==> config.mk <==
export PLATFORM = sky130hd
export DESIGN_NAME = f_le_responder
export DESIGN_NICKNAME = d
export VERILOG_FILES = /design/src/rtl/f_le_pkg.sv /design/src/rtl/f_le_classify.sv /design/src/rtl/f_le_responder.sv
export SDC_FILE = /design/constraint.sdc
export NUM_CORES = 1
export LEC_CHECK = 0
export BUFFER_PORTS_ARGS = -buffer_cell sky130_fd_sc_hd__buf_4
export CORE_UTILIZATION = 55
export DETAILED_ROUTE_END_ITERATION = 12
export PLACE_DENSITY_LB_ADDON = 0.2
export SKIP_LAST_GASP = 1
export SLEW_MARGIN = 10
export SYNTH_ARGS = -nofsm -noshare
export SYNTH_HDL_FRONTEND = slang
export SYNTH_SLANG_ARGS = --single-unit
==> constraint.sdc <==
create_clock -name clk -period 5.6 [get_ports clk]
set_input_delay 0.56 -clock clk [delete_from_list [all_inputs] [get_ports clk]]
set_output_delay 0.56 -clock clk [all_outputs]
set_load 0.005 [all_outputs]
==> src/rtl/f_le_pkg.sv <==
// Shared types, sizing and field helpers for the chunked FP64 less-or-equal responder.
package f_le_pkg;

    localparam int FLEN    = 64;
    localparam int EXP_W   = 11;
    localparam int CHUNK_W = 16;
    localparam int MANT_W  = FLEN - 1 - EXP_W;
    localparam int MAG_W   = FLEN - 1;
    localparam int NCHUNK  = (MAG_W + CHUNK_W - 1) / CHUNK_W;
    localparam int PAD_W   = NCHUNK * CHUNK_W;
    localparam int CNT_W   = $clog2(NCHUNK) + 1;

    typedef enum logic [1:0] {IDLE, CLASSIFY, MAG, RESP} state_e;

    function automatic logic is_nan(input logic [FLEN-1:0] x);
        return (&x[FLEN-2:MANT_W]) && (|x[MANT_W-1:0]);
    endfunction

    function automatic logic is_zero(input logic [FLEN-1:0] x);
        return ~|x[FLEN-2:0];
    endfunction

    // Magnitude {exp,mant} is left-aligned in PAD_W bits; chunk 0 is the most significant.
    function automatic logic [CHUNK_W-1:0] mag_chunk(input logic [FLEN-1:0] x,
                                                     input logic [CNT_W-1:0] i);
        logic [PAD_W-1:0] m;
        m = PAD_W'(x[FLEN-2:0]) << (PAD_W - MAG_W);
        m = m >> (CHUNK_W * (NCHUNK - 1 - int'(i)));
        return m[CHUNK_W-1:0];
    endfunction

endpackage

==> src/rtl/f_le_classify.sv <==
// Single-cycle pre-decision: NaN, both-zero and sign mismatch settle the compare without a magnitude scan.
module f_le_classify
    import f_le_pkg::*;
(
    input  logic [FLEN-1:0] a,
    input  logic [FLEN-1:0] b,
    output logic            decided,
    output logic            res,
    output logic            err
);

    always_comb begin
        decided = 1'b0;
        res     = 1'b0;
        err     = 1'b0;
        if (is_nan(a) || is_nan(b)) begin
            decided = 1'b1;
            err     = 1'b1;
        end else if (is_zero(a) && is_zero(b)) begin
            decided = 1'b1;
            res     = 1'b1;
        end else if (a[FLEN-1] != b[FLEN-1]) begin
            // a negative and b positive is the only mismatch where a <= b
            decided = 1'b1;
            res     = a[FLEN-1];
        end
    end

endmodule

==> src/rtl/f_le_responder.sv <==
// Multi-cycle chunked FP compare (a <= b) behind valid/ready; widths come from f_le_pkg.
// F_LE_EARLY_EXIT_EN: respond as soon as decided; otherwise every response takes NCHUNK+2 cycles.
module f_le_responder
    import f_le_pkg::*;
(
    input  logic            clk,
    input  logic            rst_n,
    input  logic            req_valid,
    output logic            req_ready,
    input  logic [FLEN-1:0] req_a,
    input  logic [FLEN-1:0] req_b,
    output logic            rsp_valid,
    input  logic            rsp_ready,
    output logic            rsp_res,
    output logic            rsp_err,
    output logic            busy
);

    state_e             state_q, state_d;
    logic [FLEN-1:0]    a_q, a_d, b_q, b_d;
    logic [CNT_W-1:0]   cnt_q, cnt_d;
    logic               res_q, res_d, err_q, err_d, done_q, done_d;

    logic               cls_decided, cls_res, cls_err;
    logic [CHUNK_W-1:0] ca, cb;
    logic               chunk_ne, chunk_res, last;

    f_le_classify u_classify (
        .a       (a_q),
        .b       (b_q),
        .decided (cls_decided),
        .res     (cls_res),
        .err     (cls_err)
    );

    assign ca        = mag_chunk(a_q, cnt_q);
    assign cb        = mag_chunk(b_q, cnt_q);
    assign chunk_ne  = (ca != cb);
    // Signs are equal in MAG; for negatives the larger magnitude is the smaller value
    assign chunk_res = (ca < cb) ^ a_q[FLEN-1];
    assign last      = (cnt_q == CNT_W'(NCHUNK - 1));

    always_ff @(posedge clk or negedge rst_n) begin
        if (!rst_n) begin
            state_q <= IDLE;
            a_q     <= '0;
            b_q     <= '0;
            cnt_q   <= '0;
            res_q   <= 1'b0;
            err_q   <= 1'b0;
            done_q  <= 1'b0;
        end else begin
            state_q <= state_d;
            a_q     <= a_d;
            b_q     <= b_d;
            cnt_q   <= cnt_d;
            res_q   <= res_d;
            err_q   <= err_d;
            done_q  <= done_d;
        end
    end

    always_comb begin
        state_d = state_q;
        a_d     = a_q;
        b_d     = b_q;
        cnt_d   = cnt_q;
        res_d   = res_q;
        err_d   = err_q;
        done_d  = done_q;
        case (state_q)
            IDLE: begin
                if (req_valid) begin
                    a_d     = req_a;
                    b_d     = req_b;
                    state_d = CLASSIFY;
                end
            end
            CLASSIFY: begin
                res_d  = cls_res;
                err_d  = cls_err;
                done_d = cls_decided;
                cnt_d  = '0;
`ifdef F_LE_EARLY_EXIT_EN
                state_d = cls_decided ? RESP : MAG;
`else
                state_d = MAG;
`endif
            end
            MAG: begin
                // Only the first decision counts when the scan keeps going
                if (!done_q && chunk_ne) begin
                    res_d  = chunk_res;
                    done_d = 1'b1;
                end else if (!done_q && last) begin
                    res_d  = 1'b1;
                    done_d = 1'b1;
                end
`ifdef F_LE_EARLY_EXIT_EN
                if (chunk_ne || last) state_d = RESP;
                else                  cnt_d   = cnt_q + 1'b1;
`else
                if (last) state_d = RESP;
                else      cnt_d   = cnt_q + 1'b1;
`endif
            end
            RESP: begin
                if (rsp_ready) state_d = IDLE;
            end
            default: state_d = IDLE;
        endcase
    end

    always_comb begin
        req_ready = (state_q == IDLE);
        rsp_valid = (state_q == RESP);
        rsp_res   = (state_q == RESP) && res_q;
        rsp_err   = (state_q == RESP) && err_q;
        busy      = (state_q != IDLE);
    end

endmodule
Yosys cells after proc, flatten, opt, wreduce, memory -nomap -nowiden
Cells that the tools add are included.
Storage, ports and cells
  register bits after elaboration: 136
  latch bits: 0
  memory bits (writable): 0
  bits in read-only memories: 0
  input port bits: 132
  memories: 0
Operators by class
  add/subtract/negate cells: 2
  $mul: 0
  div/mod/pow operators: 0
  magnitude comparators: 1
  equality and inequality tests: 11
  shift-type cells: 2
  multiplexer cells: 18
  bitwise logic cells: 1
  reductions and logical operators: 24
Operator list (number)
  $shr A64 B32 Y16: 2
  $reduce_or A63 Y1: 2
  $reduce_or A52 Y1: 2
  $reduce_and A11 Y1: 2
  $lt A16 B16 Y1: 1
  $ne A16 B16 Y1: 1
  $mux W1: 10
  $pmux W2 S4: 1
  $logic_and A1 B1 Y1: 7
  $mux W2: 3
  $ne A2 B2 Y1 const B: 3
  $pmux W3 S2: 1
  $reduce_and A2 Y1: 3
  $eq A2 B2 Y1 const B: 2
  $pmux W1 S2: 2
  $reduce_bool A2 Y1: 2
  $sub A2 B3 Y4 const A: 1
  $add A3 B1 Y3 const B: 1
  $eq A3 B2 Y1 const B: 1
  $logic_not A1 Y1: 3
  $mux W3: 1
  $ne A3 B3 Y1 const B: 1
  $reduce_and A3 Y1: 1
  $eq A2 B1 Y1 const B: 1
  5 further kinds: 5

Depth between registers and ports, before layout
Gate-level depths: netlist of the first run.
  depth in word-level cells: 6
  mapped depth: 13
  depth with buffers taken out: 11

Cells and area by module
Synthesis of the first run repeated with hierarchy kept, for this count alone.
Second synthesis, totals
  cells, all modules: 501
  area total of the unflattened synthesis: 6872.8 um^2
Modules (own cells, without submodules)
  f_le_responder: instances 1, cells an instance 441, area each 6465.0 um^2, sequential area each 3403.3 um^2
  f_le_classify: instances 1, cells an instance 60, area each 407.9 um^2, sequential area each 0.0 um^2

Worst setup path after synthesis of the first run
Ideal clock, no wire load.
  kind: reg2reg
  start point: register cnt_q[0]
  end point: register res_q
  data arrival time: 3.003 ns
  required time: 5.513 ns
  setup slack: 2.510 ns
  stages on the path, launching flop included: 12
  clock period less this slack: 3.090 ns
  cell sequence: dfrtp_1 -> buf_2 -> buf_2 -> mux4_2 -> and2_1 -> ha_1 -> a21oi_1 -> nand2_1 -> a221oi_1 -> or3b_1 -> xor2_1 -> a211oi_2
On the way
  word-level cells in the longest chain between the ends: 6
  elaborated cells between the ends (all ways): 13
  classes of those cells: add/sub (1); order compare (1); eq/ne (3); shift (2); mux (2); bitwise (1); reduce/logical (3)
Ends and longest elaborated chain
  from (decl): RTL line f_le_responder.sv:21  | logic [CNT_W-1:0] cnt_q, cnt_d;
  from (signal assigned): RTL line f_le_responder.sv:56  | cnt_q <= cnt_d;
  $sub A2 B3 Y4: RTL line f_le_pkg.sv:28  | m = m >> (CHUNK_W * (NCHUNK - 1 - int'(i)));
  $shr A64 B32 Y16: RTL line f_le_pkg.sv:28
  $lt A16 B16 Y1 or $ne A16 B16 Y1 (tied branches): RTL line f_le_responder.sv:40, f_le_responder.sv:38
  $xor A1 B1 Y1 or $logic_and A1 B1 Y1 (tied branches): RTL line f_le_responder.sv:40, f_le_responder.sv:92
  $mux W1 or $ne A3 B3 Y1 (tied branches)
  $pmux W1 S2 or $reduce_and A2 Y1 (tied branches)
  to (signal assigned): RTL line f_le_responder.sv:57  | res_q <= res_d;
  to (decl): RTL line f_le_responder.sv:22  | logic res_q, res_d, err_q, err_d, done_q, done_d;
Parallel ways exist; a longest one is shown, timed or not.
A chain may end at the register's enable or synchronous reset.

Final worst setup path of the first run
Same ends and word-level chain as after synthesis.

==> metrics.yaml, run 1 <==
antenna_found_initial: 0
drc_errors: 0
synthArstFlopShare: 1.00
io-pin-count: 137
setup_viol: 0
cts_root_buffer: "clkbuf_16"
wl_mm: 15.9
fin_worst_skew_ps: 7.35
critical_path_arrival_ps: 3870
grt_pass1_vias: 5179
drtPass1Iterations: 4
yosysMostFrequentCell: "dfrtp_1"
clk_pin_slew_ps: 60
vdd.ir_drop.worst_mv: 0.284
ff2ff_setup_slack_ps: 2030
grt_start_max_net_pins: 77
timing.fmax_mhz: 280
rsz0062_at_grt: "false"
seq_area_frac_synth: 0.498
wire_per_inst_um: 19.6
synth_edf_count: 0
run_status: "finished, final reports clean"
reg2reg_to: "res_q"
synth_top_area_share: 0.498
worst_path_largest_cell_delay_ps: 1100
numClockSinks: 136
crit_chain: "mux4_2 -> and2_1 -> ha_1 -> nand4_1 -> nor3_1 -> a41oi_1 -> nand2b_1 -> a211oi_1 -> a211oi_2"
clk_path_buf_depth: 2
first_iter_violations: 256
num_vias: 4744
fin_ws_ps: 2030
path_max_fanout: 37
p_leak_nw: 3.77
syn-mean-instance-area_um2: 13.7
dieArea_mm2: 0.0129
insertion_delay_ps: 420
cp-end-kind: "register"
p_per_area_mw_per_mm2: 612
place_inst: 781
syn_inst: 499
tightest_slew_ps: 1120
antenna_cells: 0
drive_gt1_frac: 0.522
cts_resized: 0
netlist_area_mm2: 0.00684
r2r-start: "cnt_q[0]"
finalPower_mw: 5.25
synth_seq_cells: 136
ys.flop_type: "dfrtp_1"
place.gp.congestion: 0.810
grt_pass1_wl_mm: 26.0
core_area_mm2: 0.0121
maxCapViolCount: 0
die_w_um: 114
ys_top_cells_by_count: "136 x dfrtp_1, 128 x mux2_2, 30 x nor4_1"
synth_nets: 654
port_buffers: 136
timing.final.crit_share: 0.637
min_period_ps: 3570
cts_tree: "built"
hold_ws_ps: 283
hold_viol_final: 0
slowest_stage: "dfrtp_2"
crit_path_start_kind: "register"
hold_path.class: "in -> async"
chipHeight_um: 114
synth_cell_type_count: 42
relSlewSlack: 0.256
area_growth_pct: 25.4
cp_data_required_time_ps: 5900
fill_cells: 862
hold_buffers: 0
finalNetCount: 787
synth_area_leader_cell: "dfrtp_1"
tns_ps: 0
post_cts_buffers: 0
synth_area_leaders: "dfrtp_1 50%, mux2_2 21%, mux4_2 9.5%"
final_antenna_net_count: 0
finalMaxSlewViolations: 0
ys_warn_count: 0
viasPerCell: 5.84
final_cells: 813
dp_slack_ps: 2030
std_cell_rows: 40
numCtsBuffers: 17
grt_usage: 0.270
dp_hpwl_mm: 11.5
grt-ovfl-total: 0
h-tree-depth: 4
initial_core_util: 0.567
worst-r2r-cell-count: 9
critPathKind: "reg -> reg"
[cells by family (layout without fill, tap and decap cells)]
group / Yosys count / after routing / share of synthesized area
flip-flops: 136 / 136 / 0.498
AO/OA/AOI/OAI: 30 / 30 / 0.0284
XOR/XNOR: 2 / 2 / 0.00256
AND/OR/NAND/NOR: 112 / 112 / 0.0937
multiplexers: 161 / 161 / 0.314
adder cells (fa/ha/maj): 23 / 23 / 0.0421
buffers and inverters: 35 / 181 / 0.0214
[power breakdown]
| group | leakage, nW | internal (mW) | switching (mW) |
|---|---|---|---|
| Combinational | 1.88 | 1.26 | 0.851 |
| Clock | 0.280 | 0.672 | 0.417 |
| Sequential | 1.61 | 1.50 | 0.557 |
[layout make-up]
class                   count  area [µm²]  area share
flip-flops and latches    136        3400       0.397
multi-input cells         328        3300       0.385
repair buffers            139        1040       0.122
clock buffers              19         453      0.0528
well taps                 168         210      0.0245
clock inverters            13         129      0.0150
inverters                  10        37.5     0.00438
[flip-flops by register name, summed over array words and instances, names as in the netlist]
signal	count
err_q	1
cnt_q	3
state_q	2
res_q	1
a_q	64
b_q	64
done_q	1
[layout by cell type (no fill, tap or decap), types with 9 or more instances in the layout]
cell type  synthesis  final
nor2_1             9      9
ha_1              23     23
and2_1            17     17
buf_4              0    139
dfrtp_1          136    135
nand2_1           27     26
mux2_2           128    128
inv_1             10     10
clkbuf_16          0     17
nor4_1            30     30
mux4_2            29     29
nand4_1           14     14
[worst max-delay path by stage]
stage,end,start,cells after the start
after CTS,res_q,cnt_q[0],9
after floorplan,res_q,cnt_q[0],11
after detailed placement,res_q,cnt_q[0],9
after global routing,res_q,cnt_q[0],9
final,res_q,cnt_q[0],9
after global placement,res_q,cnt_q[0],9
[metal layers]
layer | vias to the layer above | global-route usage | wire [µm]
li1 | 2166 | - | -
met1 | 2408 | 0.335 | 6640
met2 | 132 | 0.451 | 8110
met3 | 38 | 0.0707 | 730
met4 | 0 | 0.115 | 473
met5 | - | 0 | 0
[per-stage QoR]
stage | util | area [µm²]
floorplan | - | 6840
global placement | 0.663 | 7990
detailed placement | 0.663 | 7990
CTS | 0.711 | 8580
global route | 0.711 | 8580
finish | 0.711 | 8580
[critical path: cells and delay by family (launching register included)]
kind	cells	cell delay [ps]
adders and majority gates	1	310
and+or+nand+nor	4	860
DFF	1	1100
muxes	1	590
AOI/OAI and AO/OA	3	540
Note: power is estimated with default switching activity, not from simulation.
==> inputs of run 2 (changes only) <==
- ABC_AREA: unset -> 1
- clock period: 5.6 -> 3.35 ns (I/O delays scaled with it)
==> run 2 against run 1 <==
  * Power up 79%
  * Hold slack worse by 150 ps
  * First-iteration DRC count rose to 2.9 times the previous value
  * Sequential share of layout area is 3.1 points lower
  * Register-to-register slack got worse by 1400 ps
  * Synthesized cell count is 81% higher
  * Setup slack lost 1400 ps
  * Clock skew fell by 0.74 ps
  * Largest cell class is now multi-input gates
  * Highest routed layer unchanged
==> metrics.yaml, run 2 <==
dp_hpwl_mm: 14.5
grt_pass1_vias: 6249
cts_tree: "built"
fin_worst_skew_ps: 6.61
synth_area_leader_cell: "dfrtp_1"
synth_seq_cells: 136
grt_start_max_net_pins: 60
largestRegisters: "a_q (64), b_q (64), cnt_q (3)"
wire_per_inst_um: 16.5
clk_path_buf_depth: 2
synth_edf_count: 0
area_growth_pct: 23.9
final_cells: 1216
core_area_mm2: 0.0133
yosysMostFrequentCell: "nor2_1"
synth_area_leaders: "dfrtp_1 45%, mux2_2 14%, nor2_1 12%"
synth_top_family_by_area: "simple AND/OR/NAND/NOR gates"
timing.fmax_mhz: 375
initial_core_util: 0.565
critPathKind: "reg -> reg"
cts_root_buffer: "clkbuf_16"
path_max_fanout: 59
numCtsBuffers: 17
finalPower_mw: 9.40
final_cell_mix: "230 x nor2_1, 140 x buf_4, 136 x dfrtp_1"
antenna_found_initial: 0
vdd.ir_drop.worst_mv: 0.509
num_vias: 6749
multiInputGateArea_mm2: 0.00372
synth.area.mux_share: 0.140
insertion_delay_ps: 430
place_inst: 1183
final_antenna_net_count: 0
drc_errors: 0
antenna_cells: 0
synth-simple-area-share: 0.200
critPathLaunch: "cnt_q[0]"
tns_ps: 0
syn_inst: 903
synth_fa_ha_area_frac: 0.0383
drtPass1Iterations: 6
netlist_area_mm2: 0.00751
chipHeight_um: 119
setup_viol: 0
hp-start: "req_a[29]"
place.gp.congestion: 0.952
rsz0062_at_grt: "false"
seq_area_frac_synth: 0.453
first_iter_violations: 754
crit_path_start_kind: "register"
run_status: "finished, final reports clean"
ys_top_cells_by_count: "230 x nor2_1, 136 x dfrtp_1, 118 x nand2_1"
p_per_area_mw_per_mm2: 1010
fin_ws_ps: 680
relSlewSlack: 0.537
synthArstFlopShare: 1.00
fill_cells: 1100
hold_buffers: 1
synth_compound_area_frac: 0.117
grt_pass1_wl_mm: 32.7
wl_mm: 20.1
grt_usage: 0.303
die_w_um: 119
hold_viol_final: 0
hold_path.class: "in -> reg"
dieArea_mm2: 0.0141
std_cell_rows: 42
timing.final.crit_share: 0.797
drive_gt1_frac: 0.268
seq_area_mm2: 0.00340
finalMaxSlewViolations: 0
cp_data_required_time_ps: 3670
syn-mean-instance-area_um2: 8.31
ys.flop_type: "dfrtp_1"
cp-end-kind: "register"
critical_path_arrival_ps: 2990
tightest_slew_ps: 694
synth_nets: 1058
cts_resized: 0
finalNetCount: 1182
numClockSinks: 136
io-pin-count: 137
synthXorXnorAreaFrac: 0
dp_slack_ps: 747
post_cts_buffers: 0
ys_warn_count: 0
viasPerCell: 5.55
clk_pin_slew_ps: 60
maxCapViolCount: 0
h-tree-depth: 4
grt-ovfl-total: 0
synth_cell_type_count: 26
min_period_ps: 2670
p_leak_nw: 4.35
mostFrequentLayoutCell: "nor2_1"
synth_top_area_share: 0.453
port_buffers: 136
r2r-start: "cnt_q[0]"
run 2: cell types whose count changed after synthesis, sizes merged, moves of 4 or more:
| cell | previous run | this run |
|---|---|---|
| nor2 | 9 | 233 |
| mux4 | 30 | 0 |
| nand3 | 5 | 20 |
| nand4 | 14 | 6 |
| clkbuf | 11 | 15 |
| buf | 14 | 25 |
| nand2 | 27 | 120 |
| mux2 | 128 | 93 |
| a21oi | 8 | 87 |
| inv | 10 | 54 |
| o21ai | 9 | 77 |
| nor4 | 33 | 1 |
| and2 | 18 | 0 |
run 2: layer usage:
| layer | part of all wire | up-vias | routed length [µm] | track usage |
|---|---|---|---|---|
| met5 | 0 | - | 0 | 0 |
| met4 | 0.018 | 0 | 367 | 0.0862 |
| met3 | 0.088 | 33 | 1760 | 0.0809 |
| met2 | 0.44 | 318 | 8760 | 0.433 |
| met1 | 0.46 | 3164 | 9190 | 0.450 |
| li1 | - | 3234 | - | - |
run 2: critical path: stages (launching register included):
cell      delay, ps
dfrtp_1         350
buf_4           460
nor2_1          120
nor2_1          110
o21ai_0         150
a21oi_1         280
ha_1            190
nand2_1          60
inv_1            50
nand3_1          90
nor3_1          210
inv_1            60
nor2_1          100
nor2_1           60
clkinv_1         50
nand2_1          60
nand3_1          80
nand2_1          50
run 2: path summary, 6_finish.rpt:
check | to | slack (ps) | cells after the start
setup / recovery | res_q | 680 | 17
hold / removal | a_q[29] | 130 | 2
setup reg to reg | res_q | 680 | 17
hold reg to reg | done_q | 490 | 2
max in group asynchronous | b_q[44] | 2000 | 3
min in group asynchronous | a_q[19] | 500 | 2
run 2: final cells by class:
type | instances | share of cell area
multi-input combinational | 671 | 0.400
tap | 176 | 0.0237
inverter | 56 | 0.0226
clock inverter | 14 | 0.0184
clock buffer | 18 | 0.0472
sequential | 136 | 0.366
timing repair buffer | 145 | 0.123
run 2: power breakdown:
| part | total [mW] | internal (mW) | switching, mW |
|---|---|---|---|
| Sequential | 3.45 | 2.47 | 0.982 |
| Combinational | 4.00 | 1.80 | 2.21 |
| Clock | 1.95 | 1.19 | 0.753 |
| Total | 9.40 | 5.46 | 3.94 |
run 2: cells by family after synthesis:
kind of cell,Yosys count
multiplexers,93
AO/OA/AOI/OAI,172
buffers and inverters,96
AND/OR/NAND/NOR,383
flip-flops,136
adder cells (fa/ha/maj),23
run 2: stage by stage:
stage	hold slack, ps	area, µm²	utilization
5_1_grt	115	9300	0.700
3_5_place_dp	424	8680	0.653
2_1_floorplan	39.4	7510	-
6_report	131	9300	0.700
3_3_place_gp	428	8680	0.653
4_1_cts	124	9300	0.700
